===== src/rtl/pulse_param_loader.sv =====
// rtl/pulse_param_loader.sv - UART parameter-frame loader with shadow/live register banks
//
// Receives 8N1 bytes on rxd, parses frames SYNC, ADDR, D3, D2, D1, D0, CHK
// (CHK = ADDR^D3^D2^D1^D0, payload MSB first), writes the payload into a
// shadow bank and copies the whole shadow bank to the live outputs on a
// commit frame (address 0F).
// Optional feature macro: PARAM_ERRCNT_EN (adds err_count, address 0E clears it).
//
// Ports:
//   clk, rst         system clock, asynchronous active-high reset
//   rxd              UART serial input, idle high, asynchronous to clk
//   per              live period (32 bit)
//   p1wid..nut_d     live pulse timing values (16 bit)
//   nut_w            live nutation width (8 bit)
//   pr_att           live attenuator code (7 bit)
//   cp, bl           live mode (0 = CW, 1 = pulsed) and block enable
//   frame_ok         one-cycle pulse, frame accepted
//   frame_err        one-cycle pulse, frame dropped
//   busy             parser outside IDLE
//   err_count        saturating frame_err counter (PARAM_ERRCNT_EN only)
module pulse_param_loader #(
    parameter int          CLKS_PER_BIT = 104,
    parameter int          TIMEOUT_CLKS = 20000,
    parameter logic [7:0]  SYNC_BYTE    = 8'hA5
) (
    input  logic        clk,
    input  logic        rst,
    input  logic        rxd,
    output logic [31:0] per,
    output logic [15:0] p1wid,
    output logic [15:0] del,
    output logic [15:0] p2wid,
    output logic [15:0] p1wid2,
    output logic [15:0] del2,
    output logic [15:0] p2wid2,
    output logic [15:0] p1st2,
    output logic [7:0]  nut_w,
    output logic [15:0] nut_d,
    output logic [6:0]  pr_att,
    output logic        cp,
    output logic        bl,
    output logic        frame_ok,
    output logic        frame_err,
    output logic        busy
`ifdef PARAM_ERRCNT_EN
    ,
    output logic [7:0]  err_count
`endif
);

    typedef struct packed {
        logic [31:0] per;
        logic [15:0] p1wid, del, p2wid, p1wid2, del2, p2wid2, p1st2;
        logic [7:0]  nut_w;
        logic [15:0] nut_d;
        logic [6:0]  pr_att;
        logic        cp;
        logic        bl;
    } params_t;

    localparam params_t RST_PARAMS = '{per: 32'd10000, p1wid: 16'd20, del: 16'd200,
        p2wid: 16'd40, p1wid2: 16'd0, del2: 16'd0, p2wid2: 16'd0, p1st2: 16'd0,
        nut_w: 8'd0, nut_d: 16'd100, pr_att: 7'd0, cp: 1'b1, bl: 1'b0};

    localparam int HALF_BIT = CLKS_PER_BIT / 2;

    // ---------------- UART receiver ----------------
    typedef enum logic [1:0] {RX_IDLE, RX_START, RX_DATA, RX_STOP} rx_state_t;

    rx_state_t   rx_state_q, rx_state_d;
    logic [15:0] rx_cnt_q, rx_cnt_d;
    logic [2:0]  rx_bit_q, rx_bit_d;
    logic [7:0]  rx_shift_q, rx_shift_d;
    logic        rx_valid_q, rx_valid_d;
    logic        rx_ferr_q, rx_ferr_d;
    logic        rx_meta_q, rx_sync_q, rx_prev_q;

    always_comb begin
        rx_state_d = rx_state_q;
        rx_cnt_d   = rx_cnt_q + 16'd1;
        rx_bit_d   = rx_bit_q;
        rx_shift_d = rx_shift_q;
        rx_valid_d = 1'b0;
        rx_ferr_d  = 1'b0;
        case (rx_state_q)
            RX_IDLE: begin
                rx_cnt_d = 16'd0;
                // Edge detect so a line held low after a bad stop bit does not restart
                if (rx_prev_q && !rx_sync_q) rx_state_d = RX_START;
            end
            RX_START: begin
                if (rx_cnt_q == 16'(HALF_BIT - 1)) begin
                    rx_cnt_d   = 16'd0;
                    rx_bit_d   = 3'd0;
                    rx_state_d = rx_sync_q ? RX_IDLE : RX_DATA;
                end
            end
            RX_DATA: begin
                if (rx_cnt_q == 16'(CLKS_PER_BIT - 1)) begin
                    rx_cnt_d   = 16'd0;
                    rx_shift_d = {rx_sync_q, rx_shift_q[7:1]};
                    rx_bit_d   = rx_bit_q + 3'd1;
                    if (rx_bit_q == 3'd7) rx_state_d = RX_STOP;
                end
            end
            RX_STOP: begin
                if (rx_cnt_q == 16'(CLKS_PER_BIT - 1)) begin
                    rx_state_d = RX_IDLE;
                    rx_valid_d = rx_sync_q;
                    rx_ferr_d  = !rx_sync_q;
                end
            end
            default: rx_state_d = RX_IDLE;
        endcase
    end

    always_ff @(posedge clk or posedge rst) begin
        if (rst) begin
            rx_meta_q  <= 1'b1;
            rx_sync_q  <= 1'b1;
            rx_prev_q  <= 1'b1;
            rx_state_q <= RX_IDLE;
            rx_cnt_q   <= '0;
            rx_bit_q   <= '0;
            rx_shift_q <= '0;
            rx_valid_q <= 1'b0;
            rx_ferr_q  <= 1'b0;
        end else begin
            rx_meta_q  <= rxd;
            rx_sync_q  <= rx_meta_q;
            rx_prev_q  <= rx_sync_q;
            rx_state_q <= rx_state_d;
            rx_cnt_q   <= rx_cnt_d;
            rx_bit_q   <= rx_bit_d;
            rx_shift_q <= rx_shift_d;
            rx_valid_q <= rx_valid_d;
            rx_ferr_q  <= rx_ferr_d;
        end
    end

    // ---------------- Frame parser ----------------
    typedef enum logic [1:0] {P_IDLE, P_ADDR, P_DATA, P_CHK} p_state_t;

    p_state_t    p_state_q, p_state_d;
    logic [7:0]  addr_q, addr_d;
    logic [31:0] data_q, data_d;
    logic [1:0]  bcnt_q, bcnt_d;
    logic [7:0]  chk_q, chk_d;
    logic [31:0] tmo_q, tmo_d;
    logic        ok_d, err_d, wr_en, commit_en, addr_mapped;
    params_t     shadow_q, shadow_d, live_q;
`ifdef PARAM_ERRCNT_EN
    logic        clr_en;
    logic [7:0]  err_cnt_q;
    assign addr_mapped = (addr_q <= 8'h0C) || (addr_q == 8'h0F) || (addr_q == 8'h0E);
`else
    assign addr_mapped = (addr_q <= 8'h0C) || (addr_q == 8'h0F);
`endif

    always_comb begin
        p_state_d = p_state_q;
        addr_d    = addr_q;
        data_d    = data_q;
        bcnt_d    = bcnt_q;
        chk_d     = chk_q;
        tmo_d     = (p_state_q != P_IDLE) ? tmo_q + 32'd1 : 32'd0;
        ok_d      = 1'b0;
        err_d     = 1'b0;
        wr_en     = 1'b0;
        commit_en = 1'b0;
`ifdef PARAM_ERRCNT_EN
        clr_en    = 1'b0;
`endif
        if (rx_ferr_q) begin
            p_state_d = P_IDLE;
            err_d     = 1'b1;
        end else if (rx_valid_q) begin
            tmo_d = 32'd0;
            case (p_state_q)
                P_IDLE: if (rx_shift_q == SYNC_BYTE) p_state_d = P_ADDR;
                P_ADDR: begin
                    addr_d    = rx_shift_q;
                    chk_d     = rx_shift_q;
                    bcnt_d    = 2'd0;
                    p_state_d = P_DATA;
                end
                P_DATA: begin
                    data_d = {data_q[23:0], rx_shift_q};
                    chk_d  = chk_q ^ rx_shift_q;
                    bcnt_d = bcnt_q + 2'd1;
                    if (bcnt_q == 2'd3) p_state_d = P_CHK;
                end
                P_CHK: begin
                    p_state_d = P_IDLE;
                    if ((rx_shift_q == chk_q) && addr_mapped) begin
                        ok_d = 1'b1;
                        if (addr_q == 8'h0F) commit_en = 1'b1;
`ifdef PARAM_ERRCNT_EN
                        else if (addr_q == 8'h0E) clr_en = 1'b1;
`endif
                        else wr_en = 1'b1;
                    end else begin
                        err_d = 1'b1;
                    end
                end
                default: p_state_d = P_IDLE;
            endcase
        end else if ((p_state_q != P_IDLE) && (tmo_q == 32'(TIMEOUT_CLKS - 1))) begin
            p_state_d = P_IDLE;
            err_d     = 1'b1;
        end
    end

    always_comb begin
        shadow_d = shadow_q;
        if (wr_en) begin
            case (addr_q[3:0])
                4'h0: shadow_d.per    = data_q;
                4'h1: shadow_d.p1wid  = data_q[15:0];
                4'h2: shadow_d.del    = data_q[15:0];
                4'h3: shadow_d.p2wid  = data_q[15:0];
                4'h4: shadow_d.p1wid2 = data_q[15:0];
                4'h5: shadow_d.del2   = data_q[15:0];
                4'h6: shadow_d.p2wid2 = data_q[15:0];
                4'h7: shadow_d.p1st2  = data_q[15:0];
                4'h8: shadow_d.nut_w  = data_q[7:0];
                4'h9: shadow_d.nut_d  = data_q[15:0];
                4'hA: shadow_d.pr_att = data_q[6:0];
                4'hB: shadow_d.cp     = data_q[0];
                4'hC: shadow_d.bl     = data_q[0];
                default: ;
            endcase
        end
    end

    always_ff @(posedge clk or posedge rst) begin
        if (rst) begin
            p_state_q <= P_IDLE;
            addr_q    <= '0;
            data_q    <= '0;
            bcnt_q    <= '0;
            chk_q     <= '0;
            tmo_q     <= '0;
            frame_ok  <= 1'b0;
            frame_err <= 1'b0;
            shadow_q  <= RST_PARAMS;
            live_q    <= RST_PARAMS;
`ifdef PARAM_ERRCNT_EN
            err_cnt_q <= '0;
`endif
        end else begin
            p_state_q <= p_state_d;
            addr_q    <= addr_d;
            data_q    <= data_d;
            bcnt_q    <= bcnt_d;
            chk_q     <= chk_d;
            tmo_q     <= tmo_d;
            frame_ok  <= ok_d;
            frame_err <= err_d;
            shadow_q  <= shadow_d;
            if (commit_en) live_q <= shadow_q;
`ifdef PARAM_ERRCNT_EN
            if (clr_en) err_cnt_q <= '0;
            else if (err_d && (err_cnt_q != 8'hFF)) err_cnt_q <= err_cnt_q + 8'd1;
`endif
        end
    end

`ifdef PARAM_ERRCNT_EN
    assign err_count = err_cnt_q;
`endif
    assign busy   = (p_state_q != P_IDLE);
    assign per    = live_q.per;
    assign p1wid  = live_q.p1wid;
    assign del    = live_q.del;
    assign p2wid  = live_q.p2wid;
    assign p1wid2 = live_q.p1wid2;
    assign del2   = live_q.del2;
    assign p2wid2 = live_q.p2wid2;
    assign p1st2  = live_q.p1st2;
    assign nut_w  = live_q.nut_w;
    assign nut_d  = live_q.nut_d;
    assign pr_att = live_q.pr_att;
    assign cp     = live_q.cp;
    assign bl     = live_q.bl;

endmodule


===== config.mk =====
export PLATFORM = sky130hd
export DESIGN_NAME = pulse_param_loader
export DESIGN_NICKNAME = d
export VERILOG_FILES = /design/src/rtl/pulse_param_loader.sv
export SDC_FILE = /design/constraint.sdc
export NUM_CORES = 1
export LEC_CHECK = 0
export CAP_MARGIN = 25
export CORE_MARGIN = 3
export CORE_UTILIZATION = 50
export CTS_BUF_LIST = sky130_fd_sc_hd__clkbuf_8
export DETAILED_ROUTE_END_ITERATION = 16
export PLACE_DENSITY = 0.8
export SLEW_MARGIN = 20
export SYNTH_ARGS = -nofsm -noshare
export SYNTH_HDL_FRONTEND = slang
export SYNTH_SLANG_ARGS = --single-unit

===== constraint.sdc =====
create_clock -name clk -period 24.4 [get_ports clk]
set_input_delay 4.88 -clock clk [delete_from_list [all_inputs] [get_ports clk]]
set_output_delay 4.88 -clock clk [all_outputs]
set_load 0.02 [all_outputs]

==> Yosys cells after proc, flatten, opt, wreduce, memory -nomap -nowiden <==
Cells that the tools add are included.
{ "classes": {"add_sub_neg": 4, "magnitude_cmp": 1, "n_eq_ne": 33, "n_mux": 47, "bitwise": 2, "n_reduce_logical": 32} }
{ "ops": {"columns": ["operator", "count"], "rows": [
  ["32-bit two-way mux", 3],
  ["16-bit one-hot mux with 3 select lines", 1],
  ["32-bit by 1-bit adder with 32-bit output, second input constant", 1],
  ["32-bit by 15-bit equality test with 1-bit output, second input constant", 1],
  ["16-bit two-way mux", 2],
  ["2-bit AND reduction", 14],
  ["1-bit two-way mux", 23],
  ["2-bit two-way mux", 11],
  ["4-bit equality test, second input constant", 5],
  ["16-bit by 1-bit adder with 16-bit output, second input constant", 1],
  ["16-bit by 6-bit equality test with 1-bit output, second input constant", 1],
  ["16-bit by 7-bit equality test with 1-bit output, second input constant", 1],
  ["4-bit by 3-bit equality test with 1-bit output, second input constant", 4],
  ["2-bit one-hot mux with 4 select lines", 2],
  ["8-bit one-hot mux with 2 select lines", 1],
  ["3-bit AND reduction", 5],
  ["2-bit equality test, second input constant", 5],
  ["2-bit != test, second input constant", 5],
  ["4-bit by 2-bit equality test with 1-bit output, second input constant", 2],
  ["8-bit by 4-bit equality test with 1-bit output, second input constant", 1],
  ["8-bit equality test", 1],
  ["8-bit equality test, second input constant", 1],
  ["8-bit by 4-bit less-or-equal comparator with 1-bit output, second input constant", 1],
  ["4-bit != test, second input constant", 2],
  ["other kinds (18)", 25]
]} }
{ "totals": {"register_bits": 474, "in_bits": 3, "elab_cells": 162} }

==> Longest topological paths before layout <==
{ "logic_depth": {"word_depth": 8, "ltp_mapped": 8, "ltp_nobuf": 6} }

==> Worst setup path before layout <==
No wires, ideal clock.
{ "synth_timing": {"kind": "reg2out", "from": "register p_state_q[0]", "to": "output busy", "t_arrival_ns": 1.096, "setup_slack_ns": 18.424, "stages_incl_launch_ff": 5, "path_buffers": 1, "path_cell_list": "dfrtp_1 > inv_1 > ha_1 > clkbuf_1 > inv_1"} }
{ "synth_via": {"elab_chain_len": 1} }
{ "synth_rtl": {"columns": ["element", "line", "rtl"], "rows": [
  ["start, declared", "144", "p_state_t p_state_q, p_state_d;"],
  ["start signal, assigned", "252", "p_state_q <= p_state_d;"],
  ["2-bit nonzero test", "272", "assign busy = (p_state_q != P_IDLE);"],
  ["end, declared", "44", "output logic busy"]
]} }
No other way between the ends.

==> Worst setup path in the final report <==
Ends and elaborated chain as after synthesis.

==> flow_metrics.env <==
export IMPL_ant_nets=0
export IMPL_drv_cap=0
export IMPL_end_kind="output pin"
export IMPL_final_common_cell="dfrtp_1"
export IMPL_grt_pass1_vias=11900
export IMPL_start_util_pct=50.8
export IMPL_period_minus_slack_ns=7.25
export IMPL_synth_cells=1328
export IMPL_drive_above_1_share_pct=37.1
export IMPL_gp_congestion=0.830
export IMPL_synth_seq_area_share_pct=60.3
export IMPL_worst_slack_ns=17.15
export IMPL_p_leak_nw=11.5
export IMPL_relSlewSlack_pct=33.6
export IMPL_clock_latency_ns=0.62
export IMPL_avgSynthCellArea_sq_um=14.9
export IMPL_max_stage_delay_ns=0.56
export IMPL_timing_final_crit_share_pct=29.7
export IMPL_synth_edf_count=0
export IMPL_syn_area_sq_um=19700
export IMPL_vdd_drop_max_uv=32.6
export IMPL_syn_to_final_growth_pct=19.2
export IMPL_cts_setup_buffers=0
export IMPL_viasPerCell=5.48
export IMPL_drtIter0Drc=661
export IMPL_hold_class="reg2reg"
export IMPL_wl_per_cell_microns=20.1
export IMPL_antenna_cells=0
export IMPL_power_density_nw_per_um2=66.0
export IMPL_cp_start_kind="flip-flop"
export IMPL_async_flop_share_pct=100
export IMPL_cts_sinks=474
export IMPL_ys_warn_count=0
export IMPL_die_area_sq_um=41900
export IMPL_skew_ns=0.0277
export IMPL_synth_seq_cells=474
export IMPL_cts_max_level=3
export IMPL_setup_viol=0
export IMPL_grt_pass1_wl_mm=67.3
export IMPL_clkTransAtPathRegs_ns=0.06
export IMPL_fp_row_count=72
export IMPL_io_buffers=182
export IMPL_die_h_microns=205
export IMPL_timing_worst_setup_path_type="reg2out"
export IMPL_grt_max_degree=195
export IMPL_synth_top_flop_cell="dfrtp_1"
export IMPL_max_clock_path_buffers=3
export IMPL_antenna_found_initial=0
export IMPL_cp_required_ns=19.52
export IMPL_nets=1528
export IMPL_drc_errors=0
export IMPL_cts_tree="yes"
export IMPL_cp_max_fo=15
export IMPL_slowest_stage="clkdlybuf4s50_1"
export IMPL_final_cell_mix="dfrtp_1 (439), mux2_2 (274), clkdlybuf4s50_1 (182)"
export IMPL_grt_ovfl_total=0
export IMPL_synth_nets=1341
export IMPL_rsz0062_at_grt="false"
export IMPL_max_freq_mhz=138
export IMPL_ioPinCount=183
export IMPL_coreArea_sq_um=38800
export IMPL_cts_hold_buffers=0
export IMPL_dp_hpwl_mm=26.3
export IMPL_grt_use_total_pct=20.4
export IMPL_numCtsBuffers=77
export IMPL_worst_slew_pin_slew_ns=0.987
export IMPL_finalHoldViolCount=0
export IMPL_vias=11500
export IMPL_critPathMostFrequentCell="inv_1"
export IMPL_arrival_ns=2.37
export IMPL_crit_chain="inv_1, ha_1, inv_1, clkdlybuf4s50_1"
export IMPL_synth_cell_types=52
export IMPL_clock_root_buffer="clkbuf_8"
export IMPL_routed_wl_mm=42.0
export IMPL_slew_violations=0
export IMPL_dp_slack_ns=16.28
export IMPL_die_w_microns=205
export IMPL_status="completed"
export IMPL_tns_ns=0
export IMPL_first_pass_iters=5
export IMPL_ctsResizeCount=0
[cell families after synthesis]
family,count (synthesis),synth area share (%)
compound gates,66,2.05
xor+xnor,32,1.42
fa+ha+maj,10,0.634
buf+inv,102,2.73
flops,474,60.3
mux,414,26.0
simple gates,230,6.88
[per-stage QoR]
stage	util, %	area, sq um	hold slack [ns]	total power, W	cells
finish	60.6	23500	0.357	0.00155	2094
global route	60.6	23500	0.358	0.00162	2094
CTS	60.4	23400	0.357	0.00157	2090
detailed placement	56.2	21800	0.349	0.000862	1950
global placement	56.2	21800	0.348	0.000858	1949
floorplan	-	19700	0.345	0.000850	1328
[synthesized netlist by cell type (15+ instances only)]
cell type	n	area [sq um]
dfstp_2	35	920
nand4_1	19	119
buf_2	22	110
dfrtp_1	439	11000
buf_6	15	169
xor2_1	15	131
clkbuf_1	43	161
nor3_1	21	105
nand2_1	34	128
mux2_4	127	1910
xnor2_1	17	149
nor4_1	26	163
nand3_1	27	135
a21oi_1	26	130
mux2_2	274	3090
nor2_1	29	109
[cell type report]
| type | instances | area, sq um |
|---|---|---|
| tap | 518 | 648 |
| clock buffer | 102 | 1400 |
| timing repair buffer | 196 | 1990 |
| inverter | 14 | 60.1 |
| multi-input combinational | 752 | 7300 |
| fill | 2861 | 15300 |
| sequential | 474 | 11900 |
| clock inverter | 38 | 226 |
[state kept, by name, summed over array words and instances, names as in the netlist, 3 cells and up, named ones only]
register,flops
shadow_q,177
data_q,32
per,32
tmo_q,32
del2,16
del,16
nut_d,16
p1st2,16
p1wid2,16
p1wid,16
p2wid2,16
p2wid,16
rx_cnt_q,16
addr_q,8
chk_q,8
nut_w,8
rx_shift_q,8
pr_att,7
rx_bit_q,3
[final timing paths]
| path | startpoint | slack [ns] | to | cells after the start |
|---|---|---|---|---|
| setup / recovery | p_state_q[0] | 17.15 | busy | 4 |
| hold / removal | rx_meta_q | 0.36 | rx_sync_q | 0 |
| setup reg to reg | addr_q[6] | 21.08 | per[26] | 6 |
| hold reg to reg | rx_meta_q | 0.36 | rx_sync_q | 0 |
| max in group asynchronous | rst | 17.59 | data_q[17] | 5 |
| min in group asynchronous | rst | 4.64 | shadow_q[117] | 2 |
[power by group]
group	switching, W	total [W]	internal (W)
logic	0.0000284	0.0000426	0.0000141
clock network	0.000308	0.000704	0.000396
registers	0.0000129	0.000806	0.000794
total	0.000349	0.00155	0.00120
[worst max-delay path, delay by kind of cell, from the launching register on]
family                     cells  cell delay [ns]
adders and majority gates      1             0.53
buffers and inverters          3             0.81
DFF                            1             0.42
[routing by layer]
| layer | vias up | track usage [%] | part of all wire (%) |
|---|---|---|---|
| met5 | - | 0 | 0 |
| met4 | 0 | 8.06 | 3.0 |
| met3 | 75 | 3.96 | 5.2 |
| met2 | 323 | 32.7 | 48 |
| met1 | 5923 | 27.7 | 44 |
| li1 | 5149 | - | - |
No activity file was read; power rests on OpenSTA's default activity.
